[src/rtl/phy_tx_pkg.sv]
// rtl/phy_tx_pkg.sv - shared symbols, FSM encoding and output-symbol type for the PHY transmit scheduler
//
// Purpose : constants and types shared by phy_tx_sched and its interface.
// Contents: COM_SYM / IDL_SYM control symbols, ST_* FSM encodings,
//           ser_sym_t (one registered serializer symbol).
package phy_tx_pkg;

    localparam logic [7:0] COM_SYM = 8'hBC;
    localparam logic [7:0] IDL_SYM = 8'h7C;

    localparam logic [1:0] ST_OFF  = 2'd0;
    localparam logic [1:0] ST_INIT = 2'd1;
    localparam logic [1:0] ST_RUN  = 2'd2;

    typedef struct packed {
        logic       valid;
        logic [7:0] data;
        logic       k;
        logic       lane;
    } ser_sym_t;

endpackage

[src/rtl/phy_tx_if.sv]
// rtl/phy_tx_if.sv - lane input and serializer output bundle of the PHY transmit scheduler
//
// Purpose : groups the two lane byte streams and the serializer handshake.
// Modports: slave  - scheduler view (lanes in, serializer out)
//           master - producer/serializer view (lanes out, serializer in)
interface phy_tx_if;

    logic       valid_data_0;
    logic [7:0] data_in_0;
    logic       ready_0;
    logic       valid_data_1;
    logic [7:0] data_in_1;
    logic       ready_1;
    logic       ser_ready;
    logic       ser_valid;
    logic [7:0] ser_data;
    logic       ser_k;
    logic       ser_lane;

    modport slave (
        input  valid_data_0, data_in_0, valid_data_1, data_in_1, ser_ready,
        output ready_0, ready_1, ser_valid, ser_data, ser_k, ser_lane
    );

    modport master (
        output valid_data_0, data_in_0, valid_data_1, data_in_1, ser_ready,
        input  ready_0, ready_1, ser_valid, ser_data, ser_k, ser_lane
    );

endinterface

[src/rtl/phy_tx_fifo.sv]
// rtl/phy_tx_fifo.sv - per-lane synchronous byte FIFO
//
// Purpose : power-of-two deep FIFO with first-word-visible head.
// Ports   : clk, rst (async active-high)
//           push_i/data_i  - write (ignored while full)
//           pop_i          - read (ignored while empty)
//           full_o/empty_o - occupancy flags
//           head_o         - oldest entry
module phy_tx_fifo #(
    parameter int DEPTH = 4,
    parameter int WIDTH = 8
) (
    input  logic             clk,
    input  logic             rst,
    input  logic             push_i,
    input  logic [WIDTH-1:0] data_i,
    input  logic             pop_i,
    output logic             full_o,
    output logic             empty_o,
    output logic [WIDTH-1:0] head_o
);

    localparam int AW = (DEPTH > 1) ? $clog2(DEPTH) : 1;
    localparam int CW = AW + 1;
    localparam logic [AW-1:0] PTR_ONE  = AW'(1);
    localparam logic [CW-1:0] CNT_ONE  = CW'(1);
    localparam logic [CW-1:0] CNT_FULL = CW'(DEPTH);

    logic [WIDTH-1:0] mem_q [DEPTH];
    logic [AW-1:0]    wr_ptr_q, wr_ptr_d;
    logic [AW-1:0]    rd_ptr_q, rd_ptr_d;
    logic [CW-1:0]    count_q, count_d;
    logic             push_ok, pop_ok;

    assign full_o  = (count_q == CNT_FULL);
    assign empty_o = (count_q == '0);
    assign head_o  = mem_q[rd_ptr_q];

    assign push_ok = push_i && !full_o;
    assign pop_ok  = pop_i && !empty_o;

    // Depth is a power of two, so natural pointer overflow is the wrap.
    always_comb begin
        wr_ptr_d = wr_ptr_q;
        rd_ptr_d = rd_ptr_q;
        count_d  = count_q;
        if (push_ok) wr_ptr_d = wr_ptr_q + PTR_ONE;
        if (pop_ok)  rd_ptr_d = rd_ptr_q + PTR_ONE;
        case ({push_ok, pop_ok})
            2'b10:   count_d = count_q + CNT_ONE;
            2'b01:   count_d = count_q - CNT_ONE;
            default: count_d = count_q;
        endcase
    end

    always_ff @(posedge clk or posedge rst) begin
        if (rst) begin
            wr_ptr_q <= '0;
            rd_ptr_q <= '0;
            count_q  <= '0;
        end else begin
            wr_ptr_q <= wr_ptr_d;
            rd_ptr_q <= rd_ptr_d;
            count_q  <= count_d;
        end
    end

    // Storage needs no reset: nothing is read until the count says so.
    always_ff @(posedge clk) begin
        if (push_ok) mem_q[wr_ptr_q] <= data_i;
    end

endmodule

[src/rtl/phy_tx_sched.sv]
// rtl/phy_tx_sched.sv - two-lane byte transmit scheduler with COM bring-up and IDL fill
//
// Purpose : buffers two lane byte streams, sends an INIT_SYMS-long COM burst
//           after enable, then round-robins lane bytes onto one serializer,
//           filling empty slots with IDL.
// Ports   : clk_2f  - byte clock
//           reset   - async active-high clear
//           enable  - link enable (level)
//           bus     - phy_tx_if.slave: lane inputs, ready_x, serializer outputs
module phy_tx_sched
    import phy_tx_pkg::*;
#(
    parameter int         FIFO_DEPTH = 4,
    parameter int         INIT_SYMS  = 4,
    parameter logic [7:0] COM        = COM_SYM,
    parameter logic [7:0] IDL        = IDL_SYM
) (
    input  logic     clk_2f,
    input  logic     reset,
    input  logic     enable,
    phy_tx_if.slave  bus
);

    localparam logic [7:0] INIT_LAST = 8'(INIT_SYMS);

    logic [1:0] state_q, state_d;
    logic [7:0] init_cnt_q, init_cnt_d;
    logic [7:0] init_next;
    logic       last_lane_q, last_lane_d;
    ser_sym_t   out_q, out_d;

    logic       full_0, empty_0, full_1, empty_1;
    logic [7:0] head_0, head_1;
    logic       pop_0, pop_1;
    logic       load, com_acc, run_load;
    logic       pick_valid, pick_lane;

    assign bus.ready_0 = !full_0 && !reset;
    assign bus.ready_1 = !full_1 && !reset;

    phy_tx_fifo #(.DEPTH(FIFO_DEPTH), .WIDTH(8)) u_fifo_0 (
        .clk     (clk_2f),
        .rst     (reset),
        .push_i  (bus.valid_data_0 && bus.ready_0),
        .data_i  (bus.data_in_0),
        .pop_i   (pop_0),
        .full_o  (full_0),
        .empty_o (empty_0),
        .head_o  (head_0)
    );

    phy_tx_fifo #(.DEPTH(FIFO_DEPTH), .WIDTH(8)) u_fifo_1 (
        .clk     (clk_2f),
        .rst     (reset),
        .push_i  (bus.valid_data_1 && bus.ready_1),
        .data_i  (bus.data_in_1),
        .pop_i   (pop_1),
        .full_o  (full_1),
        .empty_o (empty_1),
        .head_o  (head_1)
    );

    assign load = !out_q.valid || bus.ser_ready;

    // A COM currently on the output that the serializer takes this edge.
    assign com_acc   = (state_q == ST_INIT) && out_q.valid && out_q.k &&
                       (out_q.data == COM) && bus.ser_ready;
    assign init_next = init_cnt_q + {7'd0, com_acc};

    // Both lanes pending: alternate away from the last served lane.
    // Only lane 1 pending: empty_0 is 1, which selects lane 1.
    assign pick_valid = !empty_0 || !empty_1;
    assign pick_lane  = (!empty_0 && !empty_1) ? !last_lane_q : empty_0;

    always_comb begin
        state_d     = state_q;
        init_cnt_d  = init_cnt_q;
        last_lane_d = last_lane_q;
        out_d       = out_q;
        run_load    = 1'b0;
        pop_0       = 1'b0;
        pop_1       = 1'b0;

        case (state_q)
            ST_OFF: begin
                init_cnt_d = '0;
                if (load) out_d = '0;
                if (enable) state_d = ST_INIT;
            end
            ST_INIT: begin
                if (load) begin
                    if (!enable) begin
                        state_d = ST_OFF;
                        out_d   = '0;
                    end else begin
                        init_cnt_d = init_next;
                        // The final COM leaves this edge; the slot it frees
                        // already belongs to RUN so no extra COM goes out.
                        if (init_next == INIT_LAST) begin
                            state_d  = ST_RUN;
                            run_load = 1'b1;
                        end else begin
                            out_d.valid = 1'b1;
                            out_d.data  = COM;
                            out_d.k     = 1'b1;
                            out_d.lane  = 1'b0;
                        end
                    end
                end
            end
            ST_RUN: begin
                if (load) begin
                    if (!enable) begin
                        state_d = ST_OFF;
                        out_d   = '0;
                    end else begin
                        run_load = 1'b1;
                    end
                end
            end
            default: begin
                state_d = ST_OFF;
                out_d   = '0;
            end
        endcase

        if (run_load) begin
            out_d.valid = 1'b1;
            if (pick_valid) begin
                out_d.data  = pick_lane ? head_1 : head_0;
                out_d.k     = 1'b0;
                out_d.lane  = pick_lane;
                last_lane_d = pick_lane;
                pop_0       = !pick_lane;
                pop_1       = pick_lane;
            end else begin
                out_d.data = IDL;
                out_d.k    = 1'b1;
                out_d.lane = 1'b0;
            end
        end
    end

    always_ff @(posedge clk_2f or posedge reset) begin
        if (reset) begin
            state_q     <= ST_OFF;
            init_cnt_q  <= '0;
            last_lane_q <= 1'b1;
            out_q       <= '0;
        end else begin
            state_q     <= state_d;
            init_cnt_q  <= init_cnt_d;
            last_lane_q <= last_lane_d;
            out_q       <= out_d;
        end
    end

    assign bus.ser_valid = out_q.valid;
    assign bus.ser_data  = out_q.data;
    assign bus.ser_k     = out_q.k;
    assign bus.ser_lane  = out_q.lane;

endmodule
[src/flat_wrapper.sv]
// flat-port wrapper written by rule: the top's interface ports become plain ports
module phy_tx_sched_flat import phy_tx_pkg::*;
#(
    parameter int         FIFO_DEPTH = 4,
    parameter int         INIT_SYMS  = 4,
    parameter logic [7:0] COM        = COM_SYM,
    parameter logic [7:0] IDL        = IDL_SYM
)
  (clk_2f, reset, enable, bus_valid_data_0, bus_data_in_0, bus_valid_data_1, bus_data_in_1, bus_ser_ready, bus_ready_0, bus_ready_1, bus_ser_valid, bus_ser_data, bus_ser_k, bus_ser_lane);
  phy_tx_if bus_i ();
  input  logic clk_2f;
  input  logic reset;
  input  logic enable;
  input wire logic [$bits(bus_i.valid_data_0)-1:0] bus_valid_data_0;
  input wire logic [$bits(bus_i.data_in_0)-1:0] bus_data_in_0;
  input wire logic [$bits(bus_i.valid_data_1)-1:0] bus_valid_data_1;
  input wire logic [$bits(bus_i.data_in_1)-1:0] bus_data_in_1;
  input wire logic [$bits(bus_i.ser_ready)-1:0] bus_ser_ready;
  output wire logic [$bits(bus_i.ready_0)-1:0] bus_ready_0;
  output wire logic [$bits(bus_i.ready_1)-1:0] bus_ready_1;
  output wire logic [$bits(bus_i.ser_valid)-1:0] bus_ser_valid;
  output wire logic [$bits(bus_i.ser_data)-1:0] bus_ser_data;
  output wire logic [$bits(bus_i.ser_k)-1:0] bus_ser_k;
  output wire logic [$bits(bus_i.ser_lane)-1:0] bus_ser_lane;
  assign bus_i.valid_data_0 = bus_valid_data_0;
  assign bus_i.data_in_0 = bus_data_in_0;
  assign bus_i.valid_data_1 = bus_valid_data_1;
  assign bus_i.data_in_1 = bus_data_in_1;
  assign bus_i.ser_ready = bus_ser_ready;
  assign bus_ready_0 = bus_i.ready_0;
  assign bus_ready_1 = bus_i.ready_1;
  assign bus_ser_valid = bus_i.ser_valid;
  assign bus_ser_data = bus_i.ser_data;
  assign bus_ser_k = bus_i.ser_k;
  assign bus_ser_lane = bus_i.ser_lane;
  phy_tx_sched #(.FIFO_DEPTH(FIFO_DEPTH), .INIT_SYMS(INIT_SYMS), .COM(COM), .IDL(IDL)) u_core (.clk_2f(clk_2f), .reset(reset), .enable(enable), .bus(bus_i));
endmodule
[config.mk]
export PLATFORM = sky130hd
export DESIGN_NAME = phy_tx_sched_flat
export DESIGN_NICKNAME = d
export VERILOG_FILES = /design/src/rtl/phy_tx_pkg.sv /design/src/rtl/phy_tx_if.sv /design/src/rtl/phy_tx_fifo.sv /design/src/rtl/phy_tx_sched.sv /design/src/flat_wrapper.sv
export SDC_FILE = /design/constraint.sdc
export NUM_CORES = 1
export LEC_CHECK = 0
export CAP_MARGIN = 20
export CORE_ASPECT_RATIO = 1.25
export CORE_MARGIN = 2
export CORE_UTILIZATION = 46
export DETAILED_ROUTE_END_ITERATION = 10
export PLACE_DENSITY = 0.65
export SYNTH_ARGS = -nofsm -noshare
export SYNTH_HDL_FRONTEND = slang
export SYNTH_HIERARCHICAL = 1
export SYNTH_SLANG_ARGS = --single-unit
[constraint.sdc]
create_clock -name clk_2f -period 7.87 [get_ports clk_2f]
set_clock_uncertainty 0.05 [all_clocks]
set_input_delay 1.574 -clock clk_2f [delete_from_list [all_inputs] [get_ports clk_2f]]
set_output_delay 1.574 -clock clk_2f [all_outputs]
set_load 0.005 [all_outputs]
==> reports/metrics.json, run 1 <==
{
  "timing.final.hold_violations": 0,
  "syn2layout_area_growth_pct": 17.0,
  "rr_startpoint": "u_core/state_q[1]",
  "grt_first_pass_wirelength_mm": 13.2,
  "design_power_total_mw": 1.69,
  "post_synth_instance_area_sq_mm": 0.00451,
  "cts_buffers": 9,
  "synth_top_area_share_pct": 42.6,
  "worst_path_max_delay_cell": "clkdlybuf4s50_1",
  "aggregate_global_route_resource_usage_pct": 16.9,
  "final-setup-viol-count": 0,
  "worst_ir_drop_vdd_mv": 0.151,
  "synth-warning-count": 6,
  "synth_unique_cells": 43,
  "min-delay-start": "u_core/init_cnt_q[7]",
  "number_of_design_rule_violations_left_after_detail_routing": 0,
  "gp_congestion": 0.815,
  "timing.final.crit_share_pct": 66.9,
  "num_antenna_cells": 0,
  "hpwl_mm": 5.87,
  "ctsHtreeMaxLevel": 3,
  "final.min_clock_period_ps": 5260,
  "required_ps": 8080,
  "timing.hold.worst.class": "reg2reg",
  "viasPerCell": 5.42,
  "outcome": "complete, no violations",
  "whs_endpoint": "u_core/init_cnt_q[7]",
  "max_cap_viol_count": 0,
  "worstPathMaxFanout": 12,
  "drt_pre_antenna_iters": 4,
  "netlist.top_cell.by_area": "edfxtp_1",
  "critical_path.startpoint_type": "input pin",
  "multiInputGateArea_sq_mm": 0.00157,
  "final_max_slew_viol_count": 0,
  "die-width_um": 92.6,
  "tightestPinTransition_ps": 845,
  "worst-r2r-cell-count": 19,
  "cts_buffer_depth": 2,
  "grt_setup_unrepaired": "false",
  "cts.clk_slew.worst_paths_ps": 60,
  "crit_path_max_incr_delay_ps": 470,
  "postSynthAreaPerCell_sq_um": 14.5,
  "grt_pass1_vias": 2619,
  "ys_seq_elements": 100,
  "tritoncts": "yes",
  "hold-path-cell-count": 1,
  "final_layout_size_suffix_gt1_share_pct": 14.2,
  "regArea_sq_mm": 0.00282,
  "floorplan.io_pins": 35,
  "detail_route.wirelength_mm": 8.05,
  "holdWs_ps": 448,
  "io_buffer_count": 34,
  "clockRootBuffer": "clkbuf_16",
  "tns_ps": 0,
  "critical_path.reg2reg.endpoint": "u_core/u_fifo_1/count_q[2]",
  "timing.fmax_ghz": 0.190,
  "synth_edf_count": 64,
  "n_fill_cell": 766,
  "power.density_cell_area_mw_per_mm2": 320,
  "worst-endpoint-arrival_ps": 5480,
  "clock_insertion_delay_worst_skew_ps": 340,
  "timing.critical_path.to_type": "flip-flop",
  "placementRows": 40,
  "area_of_the_core_region_sq_mm": 0.00956,
  "finish.utilization_pct": 55.2,
  "r2r_slack_ps": 3530,
  "crit_path_most_repeated_cell": "ha_1",
  "dieArea_sq_mm": 0.0106,
  "p_leak_nw": 1.99,
  "synth_area_leaders": "edfxtp_1 (43%), dfrtp_1 (19%), mux4_2 (8.0%), ha_1 (4.2%), inv_1 (1.8%)",
  "ctsResizeCount": 0,
  "post_cts.repair.setup_buffers": 0,
  "routedWlPerCell_um": 16.8,
  "synth_ff_type": "edfxtp_1",
  "max-slew-margin-rel_pct": 43.4,
  "drt_iter0_drc": 180,
  "async_flop_share_pct": 36.0,
  "clkSinkCount": 100,
  "postSynthCellCount": 311,
  "chipHeight_um": 115,
  "synth.yosys.seq_area_share_pct": 62.6,
  "antenna_violating_nets_post_route": 0,
  "fin_nets": 386,
  "grt_antenna_before_repair": 0,
  "postSynthNetCount": 350,
  "floorplan.initialDensity_pct": 47.2,
  "grt_remaining_overflow": 0,
  "largest_net_degree_at_the_start_of_global_routing": 23,
  "setup.worst_path.class": "in2reg",
  "cts.hold.buffers_added": 0,
  "chain_of_cells_forming_the_critical_path": "clkdlybuf4s50_1 -> nand4b_1 -> nor3_1 -> ha_1 -> ha_1 -> xnor2_1 -> or3_1 -> nor4_4 -> a31oi_1 -> nand2b_1 -> nor2_1 -> o31a_2 -> ha_1 -> inv_1 -> fa_1 -> xor2_1 -> nor2_1 -> xor2_1",
  "vias": 2592
}
[synthesized netlist by cell type, drive strengths merged, types with 3 or more instances]
master   n
xnor2    9
nand2   22
and2    14
o21ai   16
xor2     6
o22ai    3
a21oi    3
a22o     5
edfxtp  64
inv     22
nor3     4
mux4    16
nand3    7
nand2b   5
dfrtp   35
nor2    18
clkbuf   5
mux2     4
ha      15
buf      4
nand4b   3
[final cells by class]
class	count	share of cell area, %
sequential	100	53.5
inverter	22	1.56
clock inverter	5	1.45
multi-input combinational	180	29.7
clock buffer	11	4.41
timing repair buffer	34	6.45
tap	126	2.99
[layer usage]
layer  track usage [%]  wire length, um  vias to the layer above
li1                  -                -                     1211
met1              21.0             3320                     1298
met2              28.5             4240                       74
met3              3.62              351                        9
met4              7.76              131                        0
met5                 0                0                        -
[through the flow]
| stage | worst slack, ps | std cells | instance area [sq um] |
|---|---|---|---|
| global route | 2250 | 478 | 5280 |
| CTS | 2610 | 478 | 5280 |
| detailed placement | 2270 | 462 | 4970 |
| finish | 2610 | 478 | 5280 |
| floorplan | 3390 | 311 | 4510 |
| global placement | 2430 | 462 | 4970 |
[cells in the final DEF (no fill, tap or decap), types with 3 or more instances in the layout]
cell	n
xnor2_1	9
nor3_1	4
and2_2	8
nand2b_1	5
edfxtp_1	64
o21ai_0	16
nand3_1	7
xor2_1	6
o22ai_1	3
nor2_1	18
mux4_2	16
clkdlybuf4s50_1	34
clkbuf_16	9
ha_1	15
nand2_1	22
dfrtp_1	35
and2_1	5
inv_1	22
nand4b_1	3
a21oi_1	3
a22o_1	5
[critical path, delay by kind of cell]
kind            cells  cell delay (ps)
fa+ha+maj           4             1070
xor+xnor            3              380
compound gates      2              540
simple gates        7             1400
buf+inv             2              530
[where the power goes]
part	switching, mW	internal, mW
clock	0.175	0.277
combinational	0.228	0.244
sequential	0.103	0.661
[cell families (layout without fill, tap and decap cells)]
kind of cell / Yosys count / in the layout / synth area share [%]
and+or+nand+nor: 83 / 83 / 10.6
AOI/OAI and AO/OA: 43 / 43 / 6.55
adders and majority gates: 17 / 17 / 5.05
xor gates and xnor gates: 15 / 15 / 2.91
muxes: 22 / 22 / 9.60
DFF: 100 / 100 / 62.6
buffers and inverters: 31 / 72 / 2.69
[state kept, by name, summed over array words and instances (netlist names), 2 cells and up]
register,count
u_core/u_fifo_0/mem_q,32
u_core/u_fifo_1/mem_q,32
u_core/bus.ser_data,8
u_core/init_cnt_q,8
u_core/u_fifo_0/count_q,3
u_core/u_fifo_1/count_q,3
u_core/state_q,2
u_core/u_fifo_0/rd_ptr_q,2
u_core/u_fifo_0/wr_ptr_q,2
u_core/u_fifo_1/rd_ptr_q,2
u_core/u_fifo_1/wr_ptr_q,2
[how the worst max path moves through the flow]
stage                  start                         end  slack (ps)  cells past startpoint
6_report       bus_ser_ready  u_core/u_fifo_1/count_q[2]        2610                     18
5_1_grt        bus_ser_ready  u_core/u_fifo_1/count_q[2]        2250                     18
4_1_cts        bus_ser_ready  u_core/u_fifo_1/count_q[2]        2610                     18
3_5_place_dp   bus_ser_ready  u_core/u_fifo_1/count_q[2]        2270                     18
3_3_place_gp   bus_ser_ready  u_core/u_fifo_1/count_q[2]        2430                     18
2_1_floorplan  bus_ser_ready  u_core/u_fifo_0/count_q[2]        3390                     16
(Power assumes the default switching activity.)
==> inputs of run 2 (changes only) <==
Clock period 7.87 ns to 5.32 ns, I/O delays scaled along.
==> run 2 against run 1 <==
Against the previous run:
- setup slack got worse by 1800 ps
- hold slack improved by 2.8 ps
- total power increased by 46%
- final cell count increased by 0.21%
- combinational power increased by 48%
- first-iteration DRC count decreased by 27%
- global-route usage decreased by 0.066 points
- utilization decreased by 0.092 points
- register-to-register slack got worse by 2300 ps
- critical endpoint unchanged
- largest cell class unchanged
==> reports/metrics.json, run 2 (synthesized netlist as in run 1, its figures left out) <==
{
  "tns": {"value": 0, "unit": "ps", "change": "unchanged"},
  "final.min_clock_period_ps": 4490,
  "layout_common_cells": {"value": "edfxtp_1 (64), dfrtp_1 (35), clkdlybuf4s50_1 (34)", "change": "unchanged"},
  "critical_path.startpoint_type": {"value": "input pin", "change": "unchanged"},
  "floorplan.initialDensity": {"value": 47.2, "unit": "%", "change": "unchanged"},
  "groute.layer.met3.usage": {"value": 3.49, "unit": "%", "change": "was 3.62%"},
  "most_frequent_standard_cell_in_the_layout_excluding_fill_and_tap_cells": {"value": "edfxtp_1", "change": "unchanged"},
  "grt_remaining_overflow": {"value": 0, "change": "unchanged"},
  "largest_net_degree_at_the_start_of_global_routing": {"value": 23, "change": "unchanged"},
  "io_buffer_count": {"value": 34, "change": "unchanged"},
  "aggregate_global_route_resource_usage": {"value": 16.8, "unit": "%", "change": "was 16.9%"},
  "timing.critical_path.to_type": {"value": "flip-flop", "change": "unchanged"},
  "num_antenna_cells": {"value": 0, "change": "unchanged"},
  "ctsResizeCount": {"value": 0, "change": "unchanged"},
  "floorplan.io_pins": {"value": 35, "change": "unchanged"},
  "grt_util_met2": {"value": 28.8, "unit": "%", "change": "was 28.5%"},
  "drt_pre_antenna_iters": {"value": 4, "change": "unchanged"},
  "clock_insertion_delay_worst_skew": {"value": 340, "unit": "ps", "change": "about the same"},
  "global_route.usage.met1": {"value": 21.4, "unit": "%", "change": "was 21.0%"},
  "placedInstanceArea": {"value": 0.00498, "unit": "sq mm", "change": "was 0.00497 sq mm"},
  "n_fill_cell": {"value": 800, "change": "was 766"},
  "tightestPinTransition": {"value": 873, "unit": "ps", "change": "was 845 ps"},
  "post-place-cells": {"value": 463, "change": "was 462"},
  "tritoncts": {"value": "yes", "change": "unchanged"},
  "vias": {"value": 2569, "change": "was 2592"},
  "cts_buffer_depth": {"value": 2, "change": "unchanged"},
  "routedWlPerCell": {"value": 17.1, "unit": "um", "change": "was 16.8 um"},
  "clockPowerShare": {"value": 25.7, "unit": "%", "change": "was 26.8%"},
  "final-setup-viol-count": {"value": 0, "change": "unchanged"},
  "cts_buffers": {"value": 9, "change": "unchanged"},
  "area_of_the_core_region": {"value": 0.00956, "unit": "sq mm", "change": "unchanged"},
  "timing.fmax_ghz": 0.223,
  "timing.final.hold_violations": {"value": 0, "change": "unchanged"},
  "clkSinkCount": {"value": 100, "change": "unchanged"},
  "placementRows": {"value": 40, "change": "unchanged"},
  "switching_share": {"value": 31.0, "unit": "%", "change": "was 30.0%"},
  "die-width": {"value": 92.6, "unit": "um", "change": "unchanged"},
  "final_layout_size_suffix_gt1_share": {"value": 15.3, "unit": "%", "change": "was 14.2%"},
  "fin_nets": {"value": 387, "change": "was 386"},
  "max_cap_viol_count": {"value": 0, "change": "unchanged"},
  "power_report.internal_total": {"value": 1.70, "unit": "mW", "change": "was 1.18 mW"},
  "required": {"value": 5540, "unit": "ps", "change": "was 8080 ps"},
  "setup.worst_path.class": {"value": "in2reg", "change": "unchanged"},
  "share_seq_of_total_power": {"value": 45.9, "unit": "%", "change": "was 45.3%"},
  "comb_power_share": {"value": 28.4, "unit": "%", "change": "was 28.0%"},
  "number_of_design_rule_violations_left_after_detail_routing": {"value": 0, "change": "unchanged"},
  "viasPerCell": {"value": 5.36, "change": "was 5.42"},
  "worstPathMaxFanout": {"value": 4, "change": "was 12"},
  "antenna_violating_nets_post_route": {"value": 0, "change": "unchanged"},
  "final_max_slew_viol_count": {"value": 0, "change": "unchanged"},
  "grt_setup_unrepaired": {"value": "false", "change": "unchanged"},
  "post_cts.repair.setup_buffers": {"value": 0, "change": "unchanged"},
  "timing.hold.worst.class": {"value": "reg2reg", "change": "unchanged"},
  "worst_ir_drop_vdd": {"value": 0.227, "unit": "mV", "change": "was 0.151 mV"},
  "power.density_cell_area": {"value": 468, "unit": "mW/mm^2", "change": "was 320 mW/mm^2"},
  "grt_first_pass_wirelength": {"value": 13.4, "unit": "mm", "change": "was 13.2 mm"},
  "stdcell_count": {"value": 479, "change": "was 478"},
  "hpwl": {"value": 5.92, "unit": "mm", "change": "was 5.87 mm"},
  "cts.clk_slew.worst_paths": {"value": 60, "unit": "ps", "change": "about the same"},
  "dieArea": {"value": 0.0106, "unit": "sq mm", "change": "unchanged"},
  "p_sw": {"value": 764, "unit": "uW", "change": "was 505 uW"},
  "chipHeight": {"value": 115, "unit": "um", "change": "unchanged"},
  "drt_iter0_drc": {"value": 132, "change": "was 180"},
  "layout.cell_area.non_filler": {"value": 0.00527, "unit": "sq mm", "change": "was 0.00528 sq mm"},
  "gp_congestion": {"value": 0.825, "change": "was 0.815"},
  "p_leak": {"value": 1.98, "unit": "nW", "change": "was 1.99 nW"},
  "top_regs": {"value": "u_core/u_fifo_0/mem_q: 32 flops, u_core/u_fifo_1/mem_q: 32 flops", "change": "unchanged"},
  "outcome": {"value": "complete, no violations", "change": "unchanged"},
  "holdWs": {"value": 450, "unit": "ps", "change": "was 448 ps"},
  "design_power_total": {"value": 2.46, "unit": "mW", "change": "was 1.69 mW"},
  "max-slew-margin-rel": {"value": 41.7, "unit": "%", "change": "was 43.4%"},
  "worst-endpoint-arrival": {"value": 4710, "unit": "ps", "change": "was 5480 ps"},
  "grt_pass1_vias": {"value": 2661, "change": "was 2619"},
  "cts.hold.buffers_added": {"value": 0, "change": "unchanged"},
  "ctsHtreeMaxLevel": {"value": 3, "change": "unchanged"},
  "detail_route.wirelength": {"value": 8.21, "unit": "mm", "change": "was 8.05 mm"},
  "syn2layout_area_growth": {"value": 16.8, "unit": "%", "change": "was 17.0%"},
  "clockRootBuffer": {"value": "clkbuf_16", "change": "unchanged"},
  "timing.final.crit_share_pct": 84.5,
  "grt_antenna_before_repair": {"value": 0, "change": "unchanged"},
  "gr-max-usage-layer": {"value": "met2", "change": "unchanged"}
}
## run 2: area by class of cell
cell class              instances  area [sq um]  share of cell area (%)
flip-flops and latches        100          2820                    53.6
clock inverters                 7          67.6                    1.28
clock buffers                   9           225                    4.27
well taps                     126           158                    2.99
inverters                      22          82.6                    1.57
multi-input cells             180          1570                    29.7
repair buffers                 35           348                    6.60
## run 2: per-stage QoR
| stage | setup WS [ps] | util [%] |
|---|---|---|
| 3_5_place_dp | 507 | 52.1 |
| 3_3_place_gp | 614 | 52.1 |
| 4_1_cts | 834 | 55.1 |
| 6_report | 827 | 55.1 |
| 2_1_floorplan | 1350 | - |
| 5_1_grt | 486 | 55.1 |
## run 2: power by group through the flow
| stage | Clock, mW | Combinational (mW) | Sequential [mW] |
|---|---|---|---|
| after floorplan | 0 | 0.543 | 1.07 |
| after CTS | 0.650 | 0.710 | 1.13 |
| after global routing | 0.680 | 0.775 | 1.16 |
| final | 0.632 | 0.700 | 1.13 |
| after global placement | 0 | 0.694 | 1.14 |
| after detailed placement | 0 | 0.702 | 1.15 |
## run 2: worst max-delay path, cell delays in order
cell and delay (ps):
clkdlybuf4s50_1 480, nand4b_1 100, nor3_1 180, ha_1 230
ha_1 240, xnor2_1 70, or3_1 350, nor4_4 200
a31oi_1 200, nand2b_1 250, nor2_1 110, o31a_2 180
ha_1 190, inv_1 60, fa_1 370, xor2_1 160
nor2_1 140, xor2_1 150
## run 2: per-layer routing
| layer | wire length, um | vias up |
|---|---|---|
| li1 | - | 1219 |
| met1 | 3540 | 1291 |
| met2 | 4250 | 50 |
| met3 | 315 | 9 |
| met4 | 103 | 0 |
| met5 | 0 | - |
## run 2: worst paths after layout
check | cells after the start | slack (ps) | from | end
worst min register to register | 2 | 450 | u_core/last_lane_q | u_core/last_lane_q
min in group asynchronous | 2 | 1060 | reset | u_core/u_fifo_0/count_q[1]
worst min-delay path | 2 | 450 | u_core/last_lane_q | u_core/last_lane_q
max in group asynchronous | 2 | 3370 | reset | u_core/init_cnt_q[0]
worst max register to register | 19 | 1250 | u_core/state_q[1] | u_core/u_fifo_1/count_q[2]
worst max-delay path | 18 | 830 | bus_ser_ready | u_core/u_fifo_1/count_q[2]
==> inputs of run 3 (changes only) <==
Settings changed: PLACE_DENSITY 0.65 to 0.68.
Clock period 5.32 ns to 3.9 ns, I/O delays scaled along.
==> run 3 against run 2 <==
Against the previous run:
- utilization is 2.5 points higher
- clock power is 41% higher
- critical endpoint unchanged
- sequential share of layout area decreased by 2.3 points
- cell area rose by 4.5%
- non-clock buffer count up 18
- hold slack lost 6.3 ps
- critical path depth stayed put
- register-to-register slack worse by 980 ps
- die area stayed put
- setup slack worse by 650 ps
- flip-flop and latch count did not move
==> reports/metrics.json, run 3 (synthesized netlist as in run 1, its figures left out) <==
{
  "outcome": {"value": "complete, no violations", "change": "unchanged"},
  "number_of_design_rule_violations_left_after_detail_routing": {"value": 0, "change": "unchanged"},
  "grt_first_pass_wirelength": {"value": 14.1, "unit": "mm", "change": "was 13.4 mm"},
  "layout_common_cells": {"value": "edfxtp_1 (64), dfrtp_1 (35), clkdlybuf4s50_1 (33)", "change": "was edfxtp_1 (64), dfrtp_1 (35), clkdlybuf4s50_1 (34)"},
  "antenna_violating_nets_post_route": {"value": 0, "change": "unchanged"},
  "placementRows": {"value": 40, "change": "unchanged"},
  "comb_power_share": {"value": 29.2, "unit": "%", "change": "was 28.4%"},
  "global_route.usage.met1": {"value": 22.9, "unit": "%", "change": "was 21.4%"},
  "clockRootBuffer": {"value": "clkbuf_16", "change": "unchanged"},
  "grt_remaining_overflow": {"value": 0, "change": "unchanged"},
  "vias": {"value": 2648, "change": "was 2569"},
  "die-width": {"value": 92.6, "unit": "um", "change": "unchanged"},
  "floorplan.io_pins": {"value": 35, "change": "unchanged"},
  "gr-max-usage-layer": {"value": "met2", "change": "unchanged"},
  "multiInputGateArea": {"value": 0.00166, "unit": "sq mm", "change": "was 0.00157 sq mm"},
  "critical_path.startpoint_type": {"value": "input pin", "change": "unchanged"},
  "fin_ws": {"value": 182, "unit": "ps", "change": "was 827 ps"},
  "timing.critical_path.to_type": {"value": "flip-flop", "change": "unchanged"},
  "aggregate_global_route_resource_usage": {"value": 17.7, "unit": "%", "change": "was 16.8%"},
  "cts_buffers": {"value": 9, "change": "unchanged"},
  "grt_pass1_vias": {"value": 2748, "change": "was 2661"},
  "cts_buffer_depth": {"value": 2, "change": "unchanged"},
  "routedWlPerCell": {"value": 17.2, "unit": "um", "change": "was 17.1 um"},
  "design_power_total": {"value": 3.44, "unit": "mW", "change": "was 2.46 mW"},
  "area_of_the_core_region": {"value": 0.00956, "unit": "sq mm", "change": "unchanged"},
  "final-setup-viol-count": {"value": 0, "change": "unchanged"},
  "placedInstanceArea": {"value": 0.00507, "unit": "sq mm", "change": "was 0.00498 sq mm"},
  "timing.fmax_ghz": 0.269,
  "floorplan.initialDensity": {"value": 47.2, "unit": "%", "change": "unchanged"},
  "syn2layout_area_growth": {"value": 22.1, "unit": "%", "change": "was 16.8%"},
  "worst_ir_drop_vdd": {"value": 0.380, "unit": "mV", "change": "was 0.227 mV"},
  "top_regs": {"value": "u_core/u_fifo_0/mem_q: 32 flops, u_core/u_fifo_1/mem_q: 32 flops", "change": "unchanged"},
  "hpwl": {"value": 6.01, "unit": "mm", "change": "was 5.92 mm"},
  "setup.worst_path.class": {"value": "in2reg", "change": "unchanged"},
  "power_report.internal_total": {"value": 2.35, "unit": "mW", "change": "was 1.70 mW"},
  "ctsHtreeMaxLevel": {"value": 3, "change": "unchanged"},
  "cts.clk_slew.worst_paths": {"value": 70, "unit": "ps", "change": "was 60 ps"},
  "grt_util_met2": {"value": 30.1, "unit": "%", "change": "was 28.8%"},
  "n_fill_cell": {"value": 750, "change": "was 800"},
  "grt_antenna_before_repair": {"value": 0, "change": "unchanged"},
  "final_max_slew_viol_count": {"value": 0, "change": "unchanged"},
  "max-slew-margin-rel": {"value": 42.9, "unit": "%", "change": "was 41.7%"},
  "regArea": {"value": 0.00282, "unit": "sq mm", "change": "unchanged"},
  "final.min_clock_period_ps": 3720,
  "timing.final.hold_violations": {"value": 0, "change": "unchanged"},
  "worstPathMaxFanout": {"value": 4, "change": "unchanged"},
  "clkSinkCount": {"value": 100, "change": "unchanged"},
  "most_frequent_standard_cell_in_the_layout_excluding_fill_and_tap_cells": {"value": "edfxtp_1", "change": "unchanged"},
  "clock_insertion_delay_worst_skew": {"value": 340, "unit": "ps", "change": "about the same"},
  "num_antenna_cells": {"value": 0, "change": "unchanged"},
  "pre_cts_ws": {"value": -492, "unit": "ps", "change": "was 507 ps"},
  "p_leak": {"value": 2.09, "unit": "nW", "change": "was 1.98 nW"},
  "switching_share": {"value": 31.6, "unit": "%", "change": "was 31.0%"},
  "chipHeight": {"value": 115, "unit": "um", "change": "unchanged"},
  "dieArea": {"value": 0.0106, "unit": "sq mm", "change": "unchanged"},
  "layout.cell_area.non_filler": {"value": 0.00551, "unit": "sq mm", "change": "was 0.00527 sq mm"},
  "tritoncts": {"value": "yes", "change": "unchanged"},
  "drt_iter0_drc": {"value": 139, "change": "was 132"},
  "final_layout_size_suffix_gt1_share": {"value": 22.6, "unit": "%", "change": "was 15.3%"},
  "power.density_cell_area": {"value": 625, "unit": "mW/mm^2", "change": "was 468 mW/mm^2"},
  "gp_congestion": {"value": 0.809, "change": "was 0.825"},
  "p_sw": {"value": 1.09, "unit": "mW", "change": "was 764 uW"},
  "io_buffer_count": {"value": 34, "change": "unchanged"},
  "clockPowerShare": {"value": 26.0, "unit": "%", "change": "was 25.7%"},
  "max_cap_viol_count": {"value": 0, "change": "unchanged"},
  "share_seq_of_total_power": {"value": 44.9, "unit": "%", "change": "was 45.9%"},
  "largest_net_degree_at_the_start_of_global_routing": {"value": 23, "change": "unchanged"},
  "required": {"value": 4120, "unit": "ps", "change": "was 5540 ps"},
  "detail_route.wirelength": {"value": 8.53, "unit": "mm", "change": "was 8.21 mm"},
  "holdWs": {"value": 444, "unit": "ps", "change": "was 450 ps"},
  "drt_pre_antenna_iters": {"value": 4, "change": "unchanged"},
  "timing.final.crit_share_pct": 95.3,
  "viasPerCell": {"value": 5.33, "change": "was 5.36"},
  "worst-endpoint-arrival": {"value": 3940, "unit": "ps", "change": "was 4710 ps"},
  "fin_nets": {"value": 405, "change": "was 387"},
  "timing.hold.worst.class": {"value": "reg2reg", "change": "unchanged"},
  "tightestPinTransition": {"value": 855, "unit": "ps", "change": "was 873 ps"},
  "groute.layer.met3.usage": {"value": 3.95, "unit": "%", "change": "was 3.49%"}
}
## run 3: critical path, stage by stage
cell and delay, ps:
dlygate4sd2_1 210, nand4b_1 110, nor3_2 190, ha_2 220
ha_4 200, or3_4 370, nor4_4 190, a31oi_1 140
buf_4 170, nand2b_4 140, nor2_2 80, o31a_2 180
ha_4 140, inv_1 40, fa_2 330, xor2_1 150
nor2_1 120, xor2_1 170
## run 3: repair_timing
action	in CTS	in global routing
pin swaps	7	8
setup endpoints to repair	2	3
setup buffers	3	3
resized for setup	12	6
hold buffers	0	0
## run 3: final cells by class
class,count,area share (%)
clock inverter,7,1.34
multi-input combinational,180,30.2
tap,126,2.86
clock buffer,9,4.09
timing repair buffer,53,8.75
sequential,100,51.3
inverter,22,1.50
## run 3: power groups by stage
stage                     Combinational, mW  Sequential, mW  Clock [mW]
after CTS                              1.00            1.55       0.908
after floorplan                       0.741            1.46           0
final                                  1.00            1.54       0.894
after global placement                0.951            1.55           0
after global routing                   1.11            1.58       0.955
after detailed placement              0.977            1.57           0
## run 3: stage by stage
| stage | util [%] | std cells | setup TNS, ps |
|---|---|---|---|
| floorplan | - | 311 | 0 |
| global placement | 53.0 | 475 | -1040 |
| detailed placement | 53.0 | 475 | -1400 |
| CTS | 57.0 | 494 | 0 |
| global route | 57.6 | 497 | -8.75 |
| finish | 57.6 | 497 | 0 |
## run 3: path summary, 6_finish.rpt
path                            slack, ps  depth (start not counted)                 start                          to
min in group asynchronous             740                          2                 reset  u_core/u_fifo_0/count_q[1]
worst min register to register        440                          1  u_core/init_cnt_q[7]        u_core/init_cnt_q[7]
worst min-delay path                  440                          1  u_core/init_cnt_q[7]        u_core/init_cnt_q[7]
worst max register to register        270                         19     u_core/state_q[1]  u_core/u_fifo_1/count_q[2]
max in group asynchronous            2290                          2                 reset        u_core/init_cnt_q[1]
worst max-delay path                  180                         18         bus_ser_ready  u_core/u_fifo_1/count_q[2]
## run 3: metal layers
layer  routed length (um)  part of all wire (%)
met3                  280                   3.3
met4                  128                   1.5
met1                 3690                    43
met5                    0                     0
met2                 4440                    52
